File: config.mk
export PLATFORM = sky130hd
export DESIGN_NAME = csr_trap_unit
export DESIGN_NICKNAME = d
export VERILOG_FILES = /design/src/rtl/csr_trap_unit.sv
export SDC_FILE = /design/constraint.sdc
export NUM_CORES = 1
export LEC_CHECK = 0
export BUFFER_PORTS_ARGS = -buffer_cell sky130_fd_sc_hd__buf_2
export CORE_ASPECT_RATIO = 0.5
export CORE_MARGIN = 8
export CORE_UTILIZATION = 30
export DETAILED_ROUTE_END_ITERATION = 7
export SLEW_MARGIN = 10
export SYNTH_ARGS = -nofsm -noshare
export SYNTH_HDL_FRONTEND = slang
export SYNTH_SLANG_ARGS = --single-unit
File: constraint.sdc
create_clock -name clk -period 12.41 [get_ports clk]
set_input_delay 0.6205 -clock clk [delete_from_list [all_inputs] [get_ports clk]]
set_output_delay 0.6205 -clock clk [all_outputs]
set_load 0.02 [all_outputs]
File: src/rtl/csr_trap_unit.sv
// Machine-mode CSR file and trap controller: CSR read/modify/write, counters, interrupt sync,
// trap/MRET redirect and commit kill, all resolved in the committing cycle.
module csr_trap_unit #(
    parameter int unsigned      XLEN      = 32,
    parameter int unsigned      CNT_W     = 64,
    parameter logic [XLEN-1:0]  MTVEC_RST = '0,
    parameter logic [XLEN-1:0]  HART_ID   = '0
) (
    input  logic            clk,
    input  logic            rst,
    input  logic            commit_valid_i,
    input  logic [XLEN-1:0] commit_pc_i,
    input  logic [2:0]      csr_op_i,
    input  logic [11:0]     csr_addr_i,
    input  logic [XLEN-1:0] csr_wdata_i,
    input  logic            irq_timer_i,
    input  logic            irq_ext_i,
    output logic [XLEN-1:0] csr_rdata_o,
    output logic            trap_valid_o,
    output logic [XLEN-1:0] trap_target_o,
    output logic            inst_kill_o
);

    localparam int unsigned     PadW      = 2 * XLEN;
    localparam logic [XLEN-1:0] AlignMask = {{(XLEN - 2){1'b1}}, 2'b00};

    logic              mstatus_mie_q, mstatus_mie_d;
    logic              mstatus_mpie_q, mstatus_mpie_d;
    logic              mie_mtie_q, mie_mtie_d;
    logic              mie_meie_q, mie_meie_d;
    logic [XLEN-1:0]   mtvec_q, mtvec_d;
    logic [XLEN-1:0]   mepc_q, mepc_d;
    logic [XLEN-1:0]   mcause_q, mcause_d;
    logic [XLEN-1:0]   mscratch_q, mscratch_d;
    logic [CNT_W-1:0]  mcycle_q, mcycle_d;
    logic [CNT_W-1:0]  minstret_q, minstret_d;
    logic [1:0]        tmr_sync_q, ext_sync_q;

    logic              mip_mtip, mip_meip;
    logic [PadW-1:0]   mcycle_pad, minstret_pad;
    logic [XLEN-1:0]   csr_old, csr_wval, mtvec_base;
    logic              csr_impl, csr_ro;
    logic              op_rw, op_rs, op_rc, op_ecall, op_ebreak, op_mret, op_csr;
    logic              wr_eff, illegal, tmr_pend, ext_pend;
    logic              take_trap, is_irq, do_mret, do_csr_wr;
    logic [3:0]        cause_code;

    assign mip_mtip     = tmr_sync_q[1];
    assign mip_meip     = ext_sync_q[1];
    assign mcycle_pad   = PadW'(mcycle_q);
    assign minstret_pad = PadW'(minstret_q);
    assign mtvec_base   = mtvec_q & AlignMask;

    assign op_rw     = (csr_op_i == 3'b001);
    assign op_rs     = (csr_op_i == 3'b010);
    assign op_rc     = (csr_op_i == 3'b011);
    assign op_ecall  = (csr_op_i == 3'b100);
    assign op_ebreak = (csr_op_i == 3'b101);
    assign op_mret   = (csr_op_i == 3'b110);
    assign op_csr    = op_rw | op_rs | op_rc;
    // Set/clear with a zero mask is a pure read, hence legal on read-only CSRs.
    assign wr_eff    = op_rw | ((op_rs | op_rc) & (|csr_wdata_i));
    assign illegal   = op_csr & (~csr_impl | (csr_ro & wr_eff));
    assign tmr_pend  = mip_mtip & mie_mtie_q & mstatus_mie_q;
    assign ext_pend  = mip_meip & mie_meie_q & mstatus_mie_q;

    always_comb begin
        csr_impl = 1'b1;
        csr_ro   = 1'b0;
        csr_old  = '0;
        case (csr_addr_i)
            12'h300: begin
                csr_old[12:11] = 2'b11;
                csr_old[7]     = mstatus_mpie_q;
                csr_old[3]     = mstatus_mie_q;
            end
            12'h304: begin
                csr_old[7]  = mie_mtie_q;
                csr_old[11] = mie_meie_q;
            end
            12'h305: csr_old = mtvec_q;
            12'h340: csr_old = mscratch_q;
            12'h341: csr_old = mepc_q;
            12'h342: csr_old = mcause_q;
            12'h344: begin
                csr_ro      = 1'b1;
                csr_old[7]  = mip_mtip;
                csr_old[11] = mip_meip;
            end
            12'hB00: csr_old = mcycle_pad[XLEN-1:0];
            12'hB02: csr_old = minstret_pad[XLEN-1:0];
            12'hB80: begin
                if (XLEN == 32) csr_old = mcycle_pad[PadW-1:XLEN];
                else            csr_impl = 1'b0;
            end
            12'hB82: begin
                if (XLEN == 32) csr_old = minstret_pad[PadW-1:XLEN];
                else            csr_impl = 1'b0;
            end
            12'hF14: begin
                csr_ro  = 1'b1;
                csr_old = HART_ID;
            end
            default: csr_impl = 1'b0;
        endcase
    end

    always_comb begin
        unique case (csr_op_i)
            3'b001:  csr_wval = csr_wdata_i;
            3'b010:  csr_wval = csr_old | csr_wdata_i;
            3'b011:  csr_wval = csr_old & ~csr_wdata_i;
            default: csr_wval = csr_old;
        endcase
    end

    always_comb begin
        take_trap   = 1'b0;
        is_irq      = 1'b0;
        inst_kill_o = 1'b0;
        cause_code  = 4'd0;
        do_mret     = 1'b0;
        do_csr_wr   = 1'b0;
        if (commit_valid_i) begin
            if (ext_pend) begin
                take_trap   = 1'b1;
                is_irq      = 1'b1;
                inst_kill_o = 1'b1;
                cause_code  = 4'd11;
            end else if (tmr_pend) begin
                take_trap   = 1'b1;
                is_irq      = 1'b1;
                inst_kill_o = 1'b1;
                cause_code  = 4'd7;
            end else if (illegal) begin
                take_trap   = 1'b1;
                inst_kill_o = 1'b1;
                cause_code  = 4'd2;
            end else if (op_ecall) begin
                take_trap  = 1'b1;
                cause_code = 4'd11;
            end else if (op_ebreak) begin
                take_trap  = 1'b1;
                cause_code = 4'd3;
            end else if (op_mret) begin
                do_mret = 1'b1;
            end else if (op_csr && wr_eff) begin
                do_csr_wr = 1'b1;
            end
        end
        trap_valid_o  = take_trap | do_mret;
        trap_target_o = mtvec_base;
        if (do_mret) begin
            trap_target_o = mepc_q;
        end else if (is_irq && mtvec_q[1:0] == 2'b01) begin
            trap_target_o = mtvec_base + XLEN'({cause_code, 2'b00});
        end
    end

    assign csr_rdata_o = csr_old;

    always_comb begin
        mstatus_mie_d  = mstatus_mie_q;
        mstatus_mpie_d = mstatus_mpie_q;
        mie_mtie_d     = mie_mtie_q;
        mie_meie_d     = mie_meie_q;
        mtvec_d        = mtvec_q;
        mepc_d         = mepc_q;
        mcause_d       = mcause_q;
        mscratch_d     = mscratch_q;
        mcycle_d       = mcycle_q + {{(CNT_W - 1){1'b0}}, 1'b1};
        minstret_d     = minstret_q + {{(CNT_W - 1){1'b0}}, commit_valid_i & ~take_trap};
        if (take_trap) begin
            mepc_d         = commit_pc_i & AlignMask;
            mcause_d       = {is_irq, (XLEN - 1)'(cause_code)};
            mstatus_mpie_d = mstatus_mie_q;
            mstatus_mie_d  = 1'b0;
        end
        if (do_mret) begin
            mstatus_mie_d  = mstatus_mpie_q;
            mstatus_mpie_d = 1'b1;
        end
        // Counter writes replace this cycle's increment; the untouched half gets no carry.
        if (do_csr_wr) begin
            case (csr_addr_i)
                12'h300: begin
                    mstatus_mie_d  = csr_wval[3];
                    mstatus_mpie_d = csr_wval[7];
                end
                12'h304: begin
                    mie_mtie_d = csr_wval[7];
                    mie_meie_d = csr_wval[11];
                end
                12'h305: mtvec_d    = csr_wval[1] ? (csr_wval & AlignMask) : csr_wval;
                12'h340: mscratch_d = csr_wval;
                12'h341: mepc_d     = csr_wval & AlignMask;
                12'h342: mcause_d   = csr_wval;
                12'hB00: mcycle_d   = CNT_W'({mcycle_pad[PadW-1:XLEN], csr_wval});
                12'hB02: minstret_d = CNT_W'({minstret_pad[PadW-1:XLEN], csr_wval});
                12'hB80: if (XLEN == 32) mcycle_d = CNT_W'({csr_wval, mcycle_pad[XLEN-1:0]});
                12'hB82: if (XLEN == 32) minstret_d = CNT_W'({csr_wval, minstret_pad[XLEN-1:0]});
                default: ;
            endcase
        end
    end

    always_ff @(posedge clk or posedge rst) begin
        if (rst) begin
            mstatus_mie_q  <= 1'b0;
            mstatus_mpie_q <= 1'b0;
            mie_mtie_q     <= 1'b0;
            mie_meie_q     <= 1'b0;
            mtvec_q        <= MTVEC_RST;
            mepc_q         <= '0;
            mcause_q       <= '0;
            mscratch_q     <= '0;
            mcycle_q       <= '0;
            minstret_q     <= '0;
            tmr_sync_q     <= 2'b00;
            ext_sync_q     <= 2'b00;
        end else begin
            mstatus_mie_q  <= mstatus_mie_d;
            mstatus_mpie_q <= mstatus_mpie_d;
            mie_mtie_q     <= mie_mtie_d;
            mie_meie_q     <= mie_meie_d;
            mtvec_q        <= mtvec_d;
            mepc_q         <= mepc_d;
            mcause_q       <= mcause_d;
            mscratch_q     <= mscratch_d;
            mcycle_q       <= mcycle_d;
            minstret_q     <= minstret_d;
            tmr_sync_q     <= {tmr_sync_q[0], irq_timer_i};
            ext_sync_q     <= {ext_sync_q[0], irq_ext_i};
        end
    end

endmodule

Word level (Yosys, flattened, before mapping)
Cells that the tools add are included.
{"block": "totals", "ff_bits": 264}
{"block": "classes", "addsub": 3, "n_eq_ne": 23, "muxes": 66, "bitwise": 19, "n_reduce_logical": 8}
{"op": "$mux 32", "count": 8}
{"op": "$pmux 64 s2", "count": 2}
{"op": "$pmux 19 s8", "count": 1}
{"op": "$mux 64", "count": 2}
{"op": "$pmux 32 s3", "count": 1}
{"op": "$eq 12x10->1 const B", "count": 7}
{"op": "$pmux 3 s8", "count": 3}
{"op": "$add 64x1->64", "count": 1}
{"op": "$add 64x1->64 const B", "count": 1}
{"op": "$eq 12x12->1 const B", "count": 5}
{"op": "$mux 1", "count": 39}
{"op": "$add 32x6->32", "count": 1}
{"op": "$and 32x32->32", "count": 1}
{"op": "$not 32->32", "count": 1}
{"op": "$or 32x32->32", "count": 1}
{"op": "$reduce_or 32->1", "count": 1}
{"op": "$pmux 1 s11", "count": 2}
{"op": "$mux 4", "count": 5}
{"op": "$pmux 1 s9", "count": 2}
{"op": "$reduce_or 12->1", "count": 1}
{"op": "$eq 3x3->1 const B", "count": 3}
{"op": "$and 1x1->1", "count": 8}
{"op": "$ne 2x2->1 const B", "count": 4}
{"op": "$eq 3x2->1 const B", "count": 2}
{"op": "8 further kinds", "count": 17}

Longest topological paths before layout
{"block": "logic_depth", "depth_word": 16, "depth_mapped": 17}

Least setup slack after synthesis
Ideal clock, no wire load.
{"block": "synth_timing", "path_type": "input to output", "startpoint": "input csr_addr_i[4]", "endpoint": "output trap_target_o[18]", "t_arrival_ps": 4325, "t_required_ps": 11789, "slack_ps": 7464, "cell_stages": 16, "n_path_buf": 2, "path_cell_list": "clkbuf_1 or3b_2 nor3_1 o21ai_0 mux2i_1 a21oi_2 inv_2 buf_2 fa_1 a21o_1 a21oi_1 nor4_1 and2_1 nand3_1 xor2_1 o21ai_0"}
{"block": "synth_via", "elab_chain_cells": 13}
{"element": "start, declared", "line_no": "14", "text": "input logic [11:0] csr_addr_i,"}
{"element": "$eq 12x12->1 or $eq 12x10->1 (tied branches)", "line_no": "71", "text": "case (csr_addr_i)"}
{"element": "$reduce_or 12->1 (no line) or $reduce_or 2->1 (tied branches)"}
{"element": "$mux 1 (on tied branches)"}
{"element": "$not 1->1 or $and 1x1->1 (tied branches)", "line_no": "63", "text": "assign illegal = op_csr & (~csr_impl | (csr_ro & wr_eff));"}
{"element": "$or 1x1->1 *", "line_no": "63"}
{"element": "$and 1x1->1 *", "line_no": "63"}
{"element": "$mux 4", "line_no": "135", "text": "end else if (illegal) begin"}
{"element": "$mux 4", "line_no": "130", "text": "end else if (tmr_pend) begin"}
{"element": "$mux 4", "line_no": "125", "text": "if (ext_pend) begin"}
{"element": "$mux 4", "line_no": "124", "text": "if (commit_valid_i) begin"}
{"element": "$add 32x6->32", "line_no": "156", "text": "trap_target_o = mtvec_base + XLEN'({cause_code, 2'b00});"}
{"element": "$mux 32", "line_no": "155", "text": "end else if (is_irq && mtvec_q[1:0] == 2'b01) begin"}
{"element": "$mux 32 *", "line_no": "153", "text": "if (do_mret) begin"}
{"element": "end, declared", "line_no": "20", "text": "output logic [XLEN-1:0] trap_target_o,"}
Every way passes the cells marked *; elsewhere a longest branch is shown, timed or not.

Worst setup path in the final report
{"block": "layout_timing", "startpoint": "input csr_addr_i[1]", "endpoint": "output trap_target_o[13]"}
The elaborated chain is that of the path after synthesis.

==> results_dict.tcl <==
set metrics [dict create \
    synthToLayoutAreaGrowth_pct 14.2 \
    worstSetupEndpointType "primary output" \
    max_freq_ghz 0.160 \
    synthFlopType "dfrtp_1" \
    core_area_um2 57200 \
    num_io_pins 150 \
    synth_common_cells "dfrtp_1, nand2_1, o21ai_0" \
    synthArstFlopShare 1.00 \
    synth.top_cell.area_share 0.381 \
    cpPeakStageDelay_ns 0.59 \
    clock_path_buffers 3 \
    ys_ff_latch 263 \
    reg2reg_from "mie_meie_q$_DFFE_PP0P_" \
    rsz0062_at_grt "no" \
    vias_per_cell 6.34 \
    hold_depth 1 \
    dieWidth_um 355 \
    filler_cell_count 5889 \
    cts_sinks 263 \
    vias 18400 \
    r2r_cells 14 \
    synthTopCellsByArea "dfrtp_1, o21ai_0, nand2_1" \
    cts_setup_buffers 0 \
    hold_path.class "in2reg" \
    htreeDepth 1 \
    min_period_ns 6.27 \
    insertion_delay_ns 0.59 \
    hp-start "irq_timer_i" \
    netlist_area_um2 17300 \
    hold_end "tmr_sync_q[0]$_DFF_PP0_" \
    row_count 62 \
    drive_gt1_frac 0.149 \
    dpl_cell_area_um2 18700 \
    r2r_setup_slack_ns 8.41 \
    path_max_fanout 37 \
    wl_per_cell_um 27.9 \
    r2r_end "minstret_pad[60]$_DFFE_PP0P_" \
    netlist_instances 2063 \
    post-dp-hpwl_mm 57.8 \
    crit_slowest_cell "buf_4" \
    clkTransAtPathRegs_ns 0.07 \
    drt-pass1-iter-count 6 \
    ys_seq_area_frac 0.381 \
    ir_drop_uv 102 \
    portBuffers 147 \
    finalSetupTns_ns 0 \
    routed_wl_mm 81.2 \
    grt.total_usage 0.234 \
    avgSynthCellArea_um2 8.37 \
    fin_skew_ns 0.0241 \
    root_buffer "clkbuf_16" \
    critPathKind "in2out" \
    cts_buffers 29 \
    status "finished, final reports clean" \
    cp.arrival_ns 5.65 \
    setup-violations-final 0 \
    synth_cell_types 95 \
    worst_pin_slew_ns 1.33 \
    min_period_over_period 0.505 \
    tritoncts "done" \
    cpLargestDelayFamily "buffers and inverters" \
    p_leak_nw 8.11 \
    place_congestion 1.00 \
    synth_most_common_cell "dfrtp_1" \
    die_h_um 186 \
    required_ns 11.79 \
    start_util 0.302 \
    finalHoldViolCount 0 \
    cts_resized 0 \
    drtAntennaViolNets 0 \
    ctsHoldBuffers 0 \
    fin_ws_ns 6.14 \
    synth_largest_area_cell "dfrtp_1" \
    grt_max_degree 148 \
    cp_num_buf_inv 5 \
    dp_slack_ns 6.33 \
    design_area_um2 19700 \
    grt_pass1_wl_mm 117 \
    p_per_area_nw_per_um2 108 \
    max-cap-violations 0 \
    drtIter0Drc 3413 \
    timing.slew.headroom 0.110 \
    globalRoute.totalOverflow 0 \
    synth_edf_count 0 \
    drc 0 \
    antenna_found_initial 1 \
    final-max-slew-violation-count 0 \
    cp-start-kind "primary input" \
    stdcell_count 2905 \
    synthesis.nets 2155 \
    crit_path_cell_trace "buf_2 > buf_4 > or2_0 > nor3b_1 > o21ai_0 > mux2i_1 > a21oi_4 > inv_2 > ha_1 > a21o_1 > a21o_1 > a21oi_1 > nor4_2 > buf_4 > nand2_1 > xor2_1 > o21ai_0 > buf_2" \
    die-area_um2 66000 \
    dp_cells 2850 \
    yosysWarnings 0 \
    grt_pass1_vias 16500 \
    nets 2205 \
]
[worst register-to-register path: stages (launching register included)]
cell and delay, ns:
dfrtp_1 0.44, a22o_1 0.28, a21boi_2 0.32, nand2b_1 0.09
a21oi_1 0.24, ha_1 0.29, ha_1 0.23, and3_1 0.24
nand3_1 0.32, nor4_1 0.36, buf_4 0.26, and3_1 0.36
a31oi_1 0.13, o21ai_0 0.16, o221ai_1 0.15
[where the power goes]
part	internal, mW	total, mW	switching [mW]
clock network	0.537	0.955	0.418
registers	0.895	0.964	0.0692
logic	0.0678	0.218	0.150
[cell type report]
type,instances,area (µm²),share of cell area
Clock inverter,22,264,0.0134
Timing Repair Buffer,189,1060,0.0539
Multi-Input combinational cell,1615,10000,0.508
Sequential cell,263,6580,0.334
Clock buffer,32,767,0.0389
Tap cell,768,961,0.0487
Inverter,15,63.8,0.00324
Antenna cell,1,2.50,0.000127
[logic make-up after synthesis]
group	count (synthesis)	synth area share
xor gates and xnor gates	54	0.0274
adders and majority gates	8	0.00623
AOI/OAI and AO/OA	668	0.247
buffers and inverters	185	0.0458
and+or+nand+nor	825	0.258
DFF	263	0.381
muxes	60	0.0351
[stage by stage]
stage                     hold slack (ns)  power [mW]  utilization
after floorplan                     0.331        1.07            -
after global placement              0.333        1.18        0.327
after detailed placement            0.336        1.18        0.327
after CTS                           0.135        2.13        0.345
after global routing                0.139        2.19        0.345
final                               0.146        2.14        0.345
[cell usage in the layout, fill, tap and decap left out, types with 10 or more instances in the layout]
cell	count
or3_1	15
xnor2_1	19
clkbuf_16	29
nor2b_1	26
buf_2	147
nand2b_1	19
nor3b_1	12
nor2_1	69
buf_4	41
a221oi_1	15
a22oi_1	94
o21a_1	10
a222oi_1	14
o221ai_1	14
dfrtp_1	263
a211oi_1	11
xor2_1	35
a22o_1	16
mux2i_1	56
nor3_1	36
o21ai_0	197
nor4_1	24
inv_1	13
o22ai_1	29
o21ai_1	18
nand3_1	153
and2_1	13
and3_1	72
nand4_1	49
a31oi_1	15
nand2_1	243
a21oi_1	147
o211ai_1	10
and4_1	14
[sequential cells by signal (all words and copies together), names as in the netlist]
register,count
ext_sync_q,2
mcause_q,32
mcycle_pad,64
mepc_q,32
mie_meie_q,1
mie_mtie_q,1
minstret_pad,64
mscratch_q,32
mstatus_mie_q,1
mstatus_mpie_q,1
mtvec_q,31
tmr_sync_q,2
[metal layers]
layer	global-route usage	vias to the layer above	routed length, µm
li1	-	7903	-
met1	0.334	9027	33200
met2	0.333	1305	32800
met3	0.0723	188	11800
met4	0.0791	0	3350
met5	0	-	0
[worst max-delay path by stage]
stage | start | cells past startpoint | to
6_report | csr_addr_i[1] | 18 | trap_target_o[13]
3_3_place_gp | csr_addr_i[1] | 18 | trap_target_o[13]
3_5_place_dp | csr_addr_i[1] | 18 | trap_target_o[13]
2_1_floorplan | rst | 1 | ext_sync_q[0]$_DFF_PP0_
5_1_grt | csr_addr_i[1] | 18 | trap_target_o[13]
4_1_cts | csr_addr_i[1] | 18 | trap_target_o[13]
Power figures use the tool's default switching activity.
